[src/rtl/m16_bank_write_arb_if.sv]
// Interface for the m16 bank write arbiter: the two producer write ports,
// the serializer bank-select input, the RAM write port and frame status.
// The arbiter takes the slave view; the producers, the serializer and the
// RAM together take the master view.
interface m16_bank_write_arb_if #(
  parameter int AW = 11,
  parameter int DW = 12
);
  logic          iSwitch;
  logic          iReqA;
  logic [AW-1:0] iAddrA;
  logic [DW-1:0] iDataA;
  logic          oAckA;
  logic          iReqB;
  logic [AW-1:0] iAddrB;
  logic [DW-1:0] iDataB;
  logic          oAckB;
  logic [AW:0]   oWrAddr;
  logic [DW-1:0] oWrData;
  logic          oWrEn;
  logic          oFrameStart;
  logic [AW:0]   oCntWr;
  logic [AW:0]   oLastCnt;
  logic          oOvf;

  modport slave (
    input  iSwitch, iReqA, iAddrA, iDataA, iReqB, iAddrB, iDataB,
    output oAckA, oAckB, oWrAddr, oWrData, oWrEn, oFrameStart,
           oCntWr, oLastCnt, oOvf
  );

  modport master (
    output iSwitch, iReqA, iAddrA, iDataA, iReqB, iAddrB, iDataB,
    input  oAckA, oAckB, oWrAddr, oWrData, oWrEn, oFrameStart,
           oCntWr, oLastCnt, oOvf
  );
endinterface

[src/rtl/m16_bank_write_arb.sv]
// Write-side controller for the ping-pong telemetry RAM. Two producers share
// the single RAM write port through a round-robin arbiter; every write goes
// to the bank the orbit serializer is not reading. Bank switches mark frame
// boundaries, at which the per-frame write count is latched and cleared.
// Writes beyond FRAME_WORDS in one frame are acknowledged but dropped, and
// flagged through a sticky per-frame overflow bit.
module m16_bank_write_arb #(
  parameter int AW          = 11,
  parameter int DW          = 12,
  parameter int FRAME_WORDS = 2048
) (
  input  logic               iClk,
  input  logic               reset,
  m16_bank_write_arb_if.slave bus
);

  localparam logic [AW:0] FULL = (AW+1)'(FRAME_WORDS);

  // Frame write counter step, pinned at FULL.
  function automatic logic [AW:0] satInc(input logic [AW:0] cnt);
    return (cnt >= FULL) ? cnt : cnt + 1'b1;
  endfunction

  logic swReg;
  logic reqA_p0;
  logic reqB_p0;
  logic lastB;

  logic edgeDet;
  logic eligA;
  logic eligB;
  logic grantA;
  logic grantB;
  logic grantAny;
  logic full;

  // Arbitration decision: a bank switch blocks grants for one cycle; a
  // requester acked last cycle sits out one cycle so it can drop its request,
  // and a request withdrawn before its grant is simply not served.
  always_comb begin
    edgeDet  = bus.iSwitch != swReg;
    eligA    = reqA_p0 & bus.iReqA & ~bus.oAckA;
    eligB    = reqB_p0 & bus.iReqB & ~bus.oAckB;
    grantA   = ~edgeDet & eligA & (~eligB | lastB);
    grantB   = ~edgeDet & eligB & (~eligA | ~lastB);
    grantAny = grantA | grantB;
    full     = bus.oCntWr >= FULL;
  end

  // Stage p0: sample the serializer bank select and the producer requests.
  always_ff @(posedge iClk or posedge reset) begin
    if (reset) begin
      swReg   <= 1'b0;
      reqA_p0 <= 1'b0;
      reqB_p0 <= 1'b0;
    end else begin
      swReg   <= bus.iSwitch;
      reqA_p0 <= bus.iReqA;
      reqB_p0 <= bus.iReqB;
    end
  end

  // Grant stage: acks, RAM write port, round-robin pointer and frame status.
  always_ff @(posedge iClk or posedge reset) begin
    if (reset) begin
      bus.oAckA       <= 1'b0;
      bus.oAckB       <= 1'b0;
      bus.oWrEn       <= 1'b0;
      bus.oWrAddr     <= '0;
      bus.oWrData     <= '0;
      bus.oFrameStart <= 1'b0;
      bus.oCntWr      <= '0;
      bus.oLastCnt    <= '0;
      bus.oOvf        <= 1'b0;
      lastB           <= 1'b1;
    end else begin
      bus.oAckA       <= grantA;
      bus.oAckB       <= grantB;
      bus.oFrameStart <= edgeDet;
      bus.oWrEn       <= grantAny & ~full;
      if (grantAny) begin
        lastB <= grantB;
      end
      if (grantA) begin
        bus.oWrAddr <= {~swReg, bus.iAddrA};
        bus.oWrData <= bus.iDataA;
      end else if (grantB) begin
        bus.oWrAddr <= {~swReg, bus.iAddrB};
        bus.oWrData <= bus.iDataB;
      end
      if (edgeDet) begin
        bus.oLastCnt <= bus.oCntWr;
        bus.oCntWr   <= '0;
        bus.oOvf     <= 1'b0;
      end else if (grantAny) begin
        if (full) begin
          bus.oOvf <= 1'b1;
        end else begin
          bus.oCntWr <= satInc(bus.oCntWr);
        end
      end
    end
  end

endmodule

[src/flat_wrapper.sv]
// flat-port wrapper written by rule: the top's interface ports become plain ports
module m16_bank_write_arb_flat 
#(
  parameter int AW          = 11,
  parameter int DW          = 12,
  parameter int FRAME_WORDS = 2048
)
  (iClk, reset, bus_iSwitch, bus_iReqA, bus_iAddrA, bus_iDataA, bus_iReqB, bus_iAddrB, bus_iDataB, bus_oAckA, bus_oAckB, bus_oWrAddr, bus_oWrData, bus_oWrEn, bus_oFrameStart, bus_oCntWr, bus_oLastCnt, bus_oOvf);
  m16_bank_write_arb_if #(.AW(AW), .DW(DW)) bus_i ();
  input  logic iClk;
  input  logic reset;
  input wire logic [$bits(bus_i.iSwitch)-1:0] bus_iSwitch;
  input wire logic [$bits(bus_i.iReqA)-1:0] bus_iReqA;
  input wire logic [$bits(bus_i.iAddrA)-1:0] bus_iAddrA;
  input wire logic [$bits(bus_i.iDataA)-1:0] bus_iDataA;
  input wire logic [$bits(bus_i.iReqB)-1:0] bus_iReqB;
  input wire logic [$bits(bus_i.iAddrB)-1:0] bus_iAddrB;
  input wire logic [$bits(bus_i.iDataB)-1:0] bus_iDataB;
  output wire logic [$bits(bus_i.oAckA)-1:0] bus_oAckA;
  output wire logic [$bits(bus_i.oAckB)-1:0] bus_oAckB;
  output wire logic [$bits(bus_i.oWrAddr)-1:0] bus_oWrAddr;
  output wire logic [$bits(bus_i.oWrData)-1:0] bus_oWrData;
  output wire logic [$bits(bus_i.oWrEn)-1:0] bus_oWrEn;
  output wire logic [$bits(bus_i.oFrameStart)-1:0] bus_oFrameStart;
  output wire logic [$bits(bus_i.oCntWr)-1:0] bus_oCntWr;
  output wire logic [$bits(bus_i.oLastCnt)-1:0] bus_oLastCnt;
  output wire logic [$bits(bus_i.oOvf)-1:0] bus_oOvf;
  assign bus_i.iSwitch = bus_iSwitch;
  assign bus_i.iReqA = bus_iReqA;
  assign bus_i.iAddrA = bus_iAddrA;
  assign bus_i.iDataA = bus_iDataA;
  assign bus_i.iReqB = bus_iReqB;
  assign bus_i.iAddrB = bus_iAddrB;
  assign bus_i.iDataB = bus_iDataB;
  assign bus_oAckA = bus_i.oAckA;
  assign bus_oAckB = bus_i.oAckB;
  assign bus_oWrAddr = bus_i.oWrAddr;
  assign bus_oWrData = bus_i.oWrData;
  assign bus_oWrEn = bus_i.oWrEn;
  assign bus_oFrameStart = bus_i.oFrameStart;
  assign bus_oCntWr = bus_i.oCntWr;
  assign bus_oLastCnt = bus_i.oLastCnt;
  assign bus_oOvf = bus_i.oOvf;
  m16_bank_write_arb #(.AW(AW), .DW(DW), .FRAME_WORDS(FRAME_WORDS)) u_core (.iClk(iClk), .reset(reset), .bus(bus_i));
endmodule
[config.mk]
export PLATFORM = sky130hd
export DESIGN_NAME = m16_bank_write_arb_flat
export DESIGN_NICKNAME = d
export VERILOG_FILES = /design/src/rtl/m16_bank_write_arb_if.sv /design/src/rtl/m16_bank_write_arb.sv /design/src/flat_wrapper.sv
export SDC_FILE = /design/constraint.sdc
export NUM_CORES = 1
export LEC_CHECK = 0
export CAP_MARGIN = 15
export CORE_ASPECT_RATIO = 1.2
export CORE_UTILIZATION = 35
export CTS_BUF_LIST = sky130_fd_sc_hd__clkbuf_4 sky130_fd_sc_hd__clkbuf_8 sky130_fd_sc_hd__clkbuf_16
export DETAILED_ROUTE_END_ITERATION = 8
export HOLD_SLACK_MARGIN = 0.1
export PLACE_DENSITY = 0.68
export SETUP_SLACK_MARGIN = 0.05
export SLEW_MARGIN = 5
export SYNTH_ARGS = -nofsm -noshare
export SYNTH_HDL_FRONTEND = slang
export SYNTH_SLANG_ARGS = --single-unit
[constraint.sdc]
create_clock -name iClk -period 2.55 [get_ports iClk]
set_input_delay 0.51 -clock iClk [delete_from_list [all_inputs] [get_ports iClk]]
set_output_delay 0.51 -clock iClk [all_outputs]
set_load 0.02 [all_outputs]
# --- Word level (Yosys, flattened, before mapping) ---
# Cells that the tools add are included.
op_classes:
  addsub: 1
  order_cmp: 1
  eq_ne: 2
  muxes: 10
  n_bitwise: 20
  reduce_logical: 5
ops:
  columns: ["cell", "n"]
  rows:
  - ["12-bit two-way mux", 7]
  - ["12-bit by 1-bit adder with 12-bit output, second input constant", 1]
  - ["12-bit greater-or-equal comparator, second input constant", 1]
  - ["1-bit bitwise AND", 9]
  - ["1-bit inverter", 8]
  - ["2-bit nonzero test", 3]
  - ["2-bit AND reduction", 2]
  - ["1-bit two-way mux", 3]
  - ["1-bit OR", 3]
  - ["2-bit by 1-bit inequality test with 1-bit output, second input constant", 1]
  - ["1-bit inequality test", 1]
totals:
  regBits: 57
  output_inout_bits: 53
  elab_cells: 52

# --- Logic depth before layout (Yosys ltp) ---
depth:
  depth_word: 8
  mapped_depth: 6
  depth_no_buf: 5

# --- Worst setup path before layout ---
# OpenSTA, ideal clock, no wires.
synth_path:
  kind: "input -> register"
  start: "in bus_iSwitch"
  end: "reg u_core.bus.oWrAddr[10]"
  setup_time_ns: 0.126
  arrival_ns: 1.624
  slack_ns: 0.800
  stages: 6
  cell_sequence: "xnor2_4 inv_2 nor3_4 nor2b_4 buf_6 a221o_1"
synth_between:
  elab_chain_cells: 5
  elab_cells_between_ends: 8
synth_lines:
  columns: ["element", "line", "text"]
  rows:
  - ["start, declared", "flat_wrapper.sv:12", "input wire logic [$bits(bus_i.iSwitch)-1:0] bus_iSwitch;"]
  - ["1-bit inequality test *", "m16_bank_write_arb.sv:41", "edgeDet = bus.iSwitch != swReg;"]
  - ["1-bit inverter *", "m16_bank_write_arb.sv:44, m16_bank_write_arb.sv:45", null]
  - ["1-bit bitwise AND, on equally long branches (2 in series)", "m16_bank_write_arb.sv:44, m16_bank_write_arb.sv:45", null]
  - ["12-bit two-way mux / 2-bit nonzero test (equally long branches)", null, null]
  - ["end signal, assigned", "m16_bank_write_arb.sv:85", "bus.oWrAddr <= {~swReg, bus.iAddrA};"]
  - ["end signal, assigned", "m16_bank_write_arb.sv:88", "bus.oWrAddr <= {~swReg, bus.iAddrB};"]
  - ["end, declared", "m16_bank_write_arb_if.sv:28", "output oAckA, oAckB, oWrAddr, oWrData, oWrEn, oFrameStart,"]
# Every way passes the cells marked *; elsewhere a longest branch is shown, timed or not.
# A chain may end at the register's enable or synchronous reset.

# --- Worst setup path after layout ---
layout_path:
  start: "reg u_core.bus.oCntWr[11] in the netlist's numbering"
  end: "out bus_oCntWr[11]"
layout_lines:
  columns: ["element", "line", "text"]
  rows:
  - ["start, declared", "m16_bank_write_arb_if.sv:29", "oCntWr, oLastCnt, oOvf"]
  - ["start signal, assigned", "m16_bank_write_arb.sv:99", "bus.oCntWr <= satInc(bus.oCntWr);"]
  - ["end, declared", "flat_wrapper.sv:25", "output wire logic [$bits(bus_i.oCntWr)-1:0] bus_oCntWr;"]
# No word-level cell between the ends.

==> out/results.txt <==
run status - complete, no violations
Die W - 78.6 um
Slew Limit Fails - 0
drt wl/cell - 13.5 um
Setup violations, final - 0
Sum Neg Setup Slack - 0 ps
sequential power share - 43.8%
fraction of layout cells with a size suffix above 1 - 9.20%
cell count after synthesis - 221
clock share of power - 27.7%
Critical Path AT - 1620 ps
worst rel slew slack - 52.4%
kind of cell adding the most delay to the critical path - buffers and inverters
reg2reg path depth - 4
Site Rows - 33
synthesized net count - 274
sw power - 754 uW
Port Buffers - 103
Post-CTS Setup Inserts - 0
Reg area - 1430 um2
post-route cell area - 3780 um2
Synth top area share - 56.9%
yosys warns - 0
CP cell instances - clkdlybuf4s50_1
drt pass-1 iters - 4
DRC - 0
post-synthesis cell type count - 35
pwr dens - 676 nW/um2
Comb power frac - 28.4%
CP Launch Type - register
Clock H-tree levels - 3
R2R setup slack - 780 ps
Hold Buf Count CTS - 0
core area - 6810 um2
via count - 2084
GPL Wtd Cong - 0.777
overall routing resource usage - 17.2%
# fillers - 630
reg2reg end - u_core.bus.oCntWr[10]$_DFFE_PP0P_
cts bufs inserted - 9
critical path capture point type - output pin
Seq/Total Area, Yosys - 58.0%
CP endpoint - bus_oCntWr[11]
Clock transition at path regs - 60 ps
Crit path depth - 1
Worst EP required - 2040 ps
peak fanout along the critical path - 12
vias per cell - 4.92
Post-Syn Area per Cell - 11.1 um2
placed cell area - 3620 um2
Clock Latency Late Sink - 330 ps
worst clock skew - 5.33 ps
Max VDD drop - 0.000345 V
Final Hold Fails - 0
achievable frequency - 0.468 GHz
GRT overflow - 0
Total Wirelength - 5.73 mm
Switching Fraction - 29.5%
Tmin final - 2130 ps
fin crit share - 83.7%
Worst-Margin Slew - 714 ps
initial antenna violation count - 0
Die Area - 7370 um2
Initial Util - 36.1%
Pint - 1.80 mW
Yosys top cell by area - dfrtp_1
unrepaired setup endpoints after global routing - false
Max-cap violations - 0
Synth area leaders - dfrtp_1, a221o_1, nand2_1
most frequent cells in the layout - clkdlybuf4s50_1, dfrtp_1, nand2_1, and2_1, a221o_1
WP buf/inv - 1
pin count of the biggest net entering global routing - 36
Mapped Area - 2460 um2
hpwl dp - 4.18 mm
area occupied by multi-input gates - 955 um2
antenna cells - 0
worst setup path class - register to output pin
DRT iter0 DRCs - 119
DIE HEIGHT - 93.9 um
Max stage delay cell, worst path - clkdlybuf4s50_1
CTS tree - done
first-pass GRT wire length - 9.48 mm
Final ANT Viol Nets - 0
total I/O pin count - 104
P&R area growth vs syn - 53.7%
Worst path max stage delay - 690 ps
R2R Path Start - u_core.bus.oAckB$_DFF_PP0_
Hold Path Class - register to register
root buf cell - clkbuf_8
Lkg Pwr - 1.62 nW
CP startpoint - u_core.bus.oCntWr[11]$_DFFE_PP0P_
most common cell after layout, fill and taps aside - clkdlybuf4s50_1
Layout Nets - 386
Longest Clk Path Bufs - 2
clock tree sinks - 57
number of global-route vias before repair - 2089
CTS resizes - 0
Yosys reg bits - 57
[routing by layer]
metal,share of wire [%],global-route usage [%]
met2,49,28.1
met3,7.9,6.21
met4,1.8,8.80
met1,41,19.7
met5,0,0
[metrics by stage]
step           cells  utilization (%)  total power [mW]  setup slack [ps]  hold slack, ps
6_report         424             55.5              2.56               415             465
4_1_cts          424             55.5              2.60               395             469
5_1_grt          424             55.5              2.70               357             497
3_3_place_gp     409             53.1              1.86               226             449
3_5_place_dp     409             53.1              1.87               156             455
2_1_floorplan    221                -              1.48               642             479
[synth_stat cells]
master and n:
dfrtp_1 56, nand2_1 38, a221o_1 20, and2_1 20
nor2_1 15, a21oi_1 10, clkbuf_1 6, xnor2_1 6
inv_1 5, nand3_1 5, o21ai_0 5, a211oi_1 3
mux2i_1 3, a2111oi_0 2, and3_1 2, buf_6 2
ha_1 2, nand4_1 2, o31ai_1 2, or4_1 2
a21o_1 1, a21oi_2 1, a31oi_1 1, a41o_1 1
and4_1 1, buf_1 1, buf_4 1, dfstp_2 1
inv_2 1, nand3b_1 1, nand3b_2 1, nor2b_4 1
nor3_4 1, nor4bb_1 1, xnor2_4 1
[logic make-up after synthesis]
logic type                 count (synthesis)  synth area share [%]
AOI/OAI and AO/OA                         46                  14.7
muxes                                      3                  1.22
xor gates and xnor gates                   7                  3.25
adders and majority gates                  2                  1.02
and+or+nand+nor                           90                  18.6
buffers and inverters                     16                  3.20
DFF                                       57                  58.0
[area by class of cell]
class,count,share of cell area [%]
multi-input combinational,148,25.2
sequential,57,37.7
clock inverter,4,0.529
timing repair buffer,111,29.2
clock buffer,11,3.84
tap,87,2.88
inverter,6,0.595
[registers in the layout, summed over array words and instances, names as in the netlist]
register and count:
u_core.bus.oFrameStart 1, u_core.bus.oOvf 1, u_core.bus.oWrData 12, u_core.reqB_p0 1
u_core.bus.oLastCnt 12, u_core.bus.oAckB 1, u_core.bus.oWrEn 1, u_core.bus.oCntWr 12
u_core.bus.oWrAddr 12, u_core.lastB 1, u_core.bus.oAckA 1, u_core.reqA_p0 1
u_core.swReg 1
[power by group through the flow]
stage / clock, mW / combinational [mW] / sequential (mW)
global placement: 0 / 0.727 / 1.13
detailed placement: 0 / 0.741 / 1.13
floorplan: 0 / 0.208 / 1.27
CTS: 0.739 / 0.738 / 1.12
global route: 0.783 / 0.781 / 1.14
finish: 0.709 / 0.726 / 1.12
[worst min-delay path by stage]
| stage | slack, ps | cells past startpoint | endpoint | from |
|---|---|---|---|---|
| 3_5_place_dp | 450 | 2 | u_core.bus.oLastCnt[3]$_DFFE_PP0N_ | u_core.bus.oLastCnt[3]$_DFFE_PP0N_ |
| 3_3_place_gp | 450 | 2 | u_core.bus.oLastCnt[6]$_DFFE_PP0N_ | u_core.bus.oLastCnt[6]$_DFFE_PP0N_ |
| 5_1_grt | 500 | 2 | u_core.bus.oLastCnt[3]$_DFFE_PP0N_ | u_core.bus.oLastCnt[3]$_DFFE_PP0N_ |
| 2_1_floorplan | 480 | 2 | u_core.lastB$_DFFE_PP1P_ | u_core.lastB$_DFFE_PP1P_ |
| 4_1_cts | 470 | 2 | u_core.bus.oLastCnt[3]$_DFFE_PP0N_ | u_core.bus.oLastCnt[3]$_DFFE_PP0N_ |
| 6_report | 470 | 2 | u_core.bus.oLastCnt[10]$_DFFE_PP0N_ | u_core.bus.oLastCnt[10]$_DFFE_PP0N_ |
(Power assumes the default switching activity.)
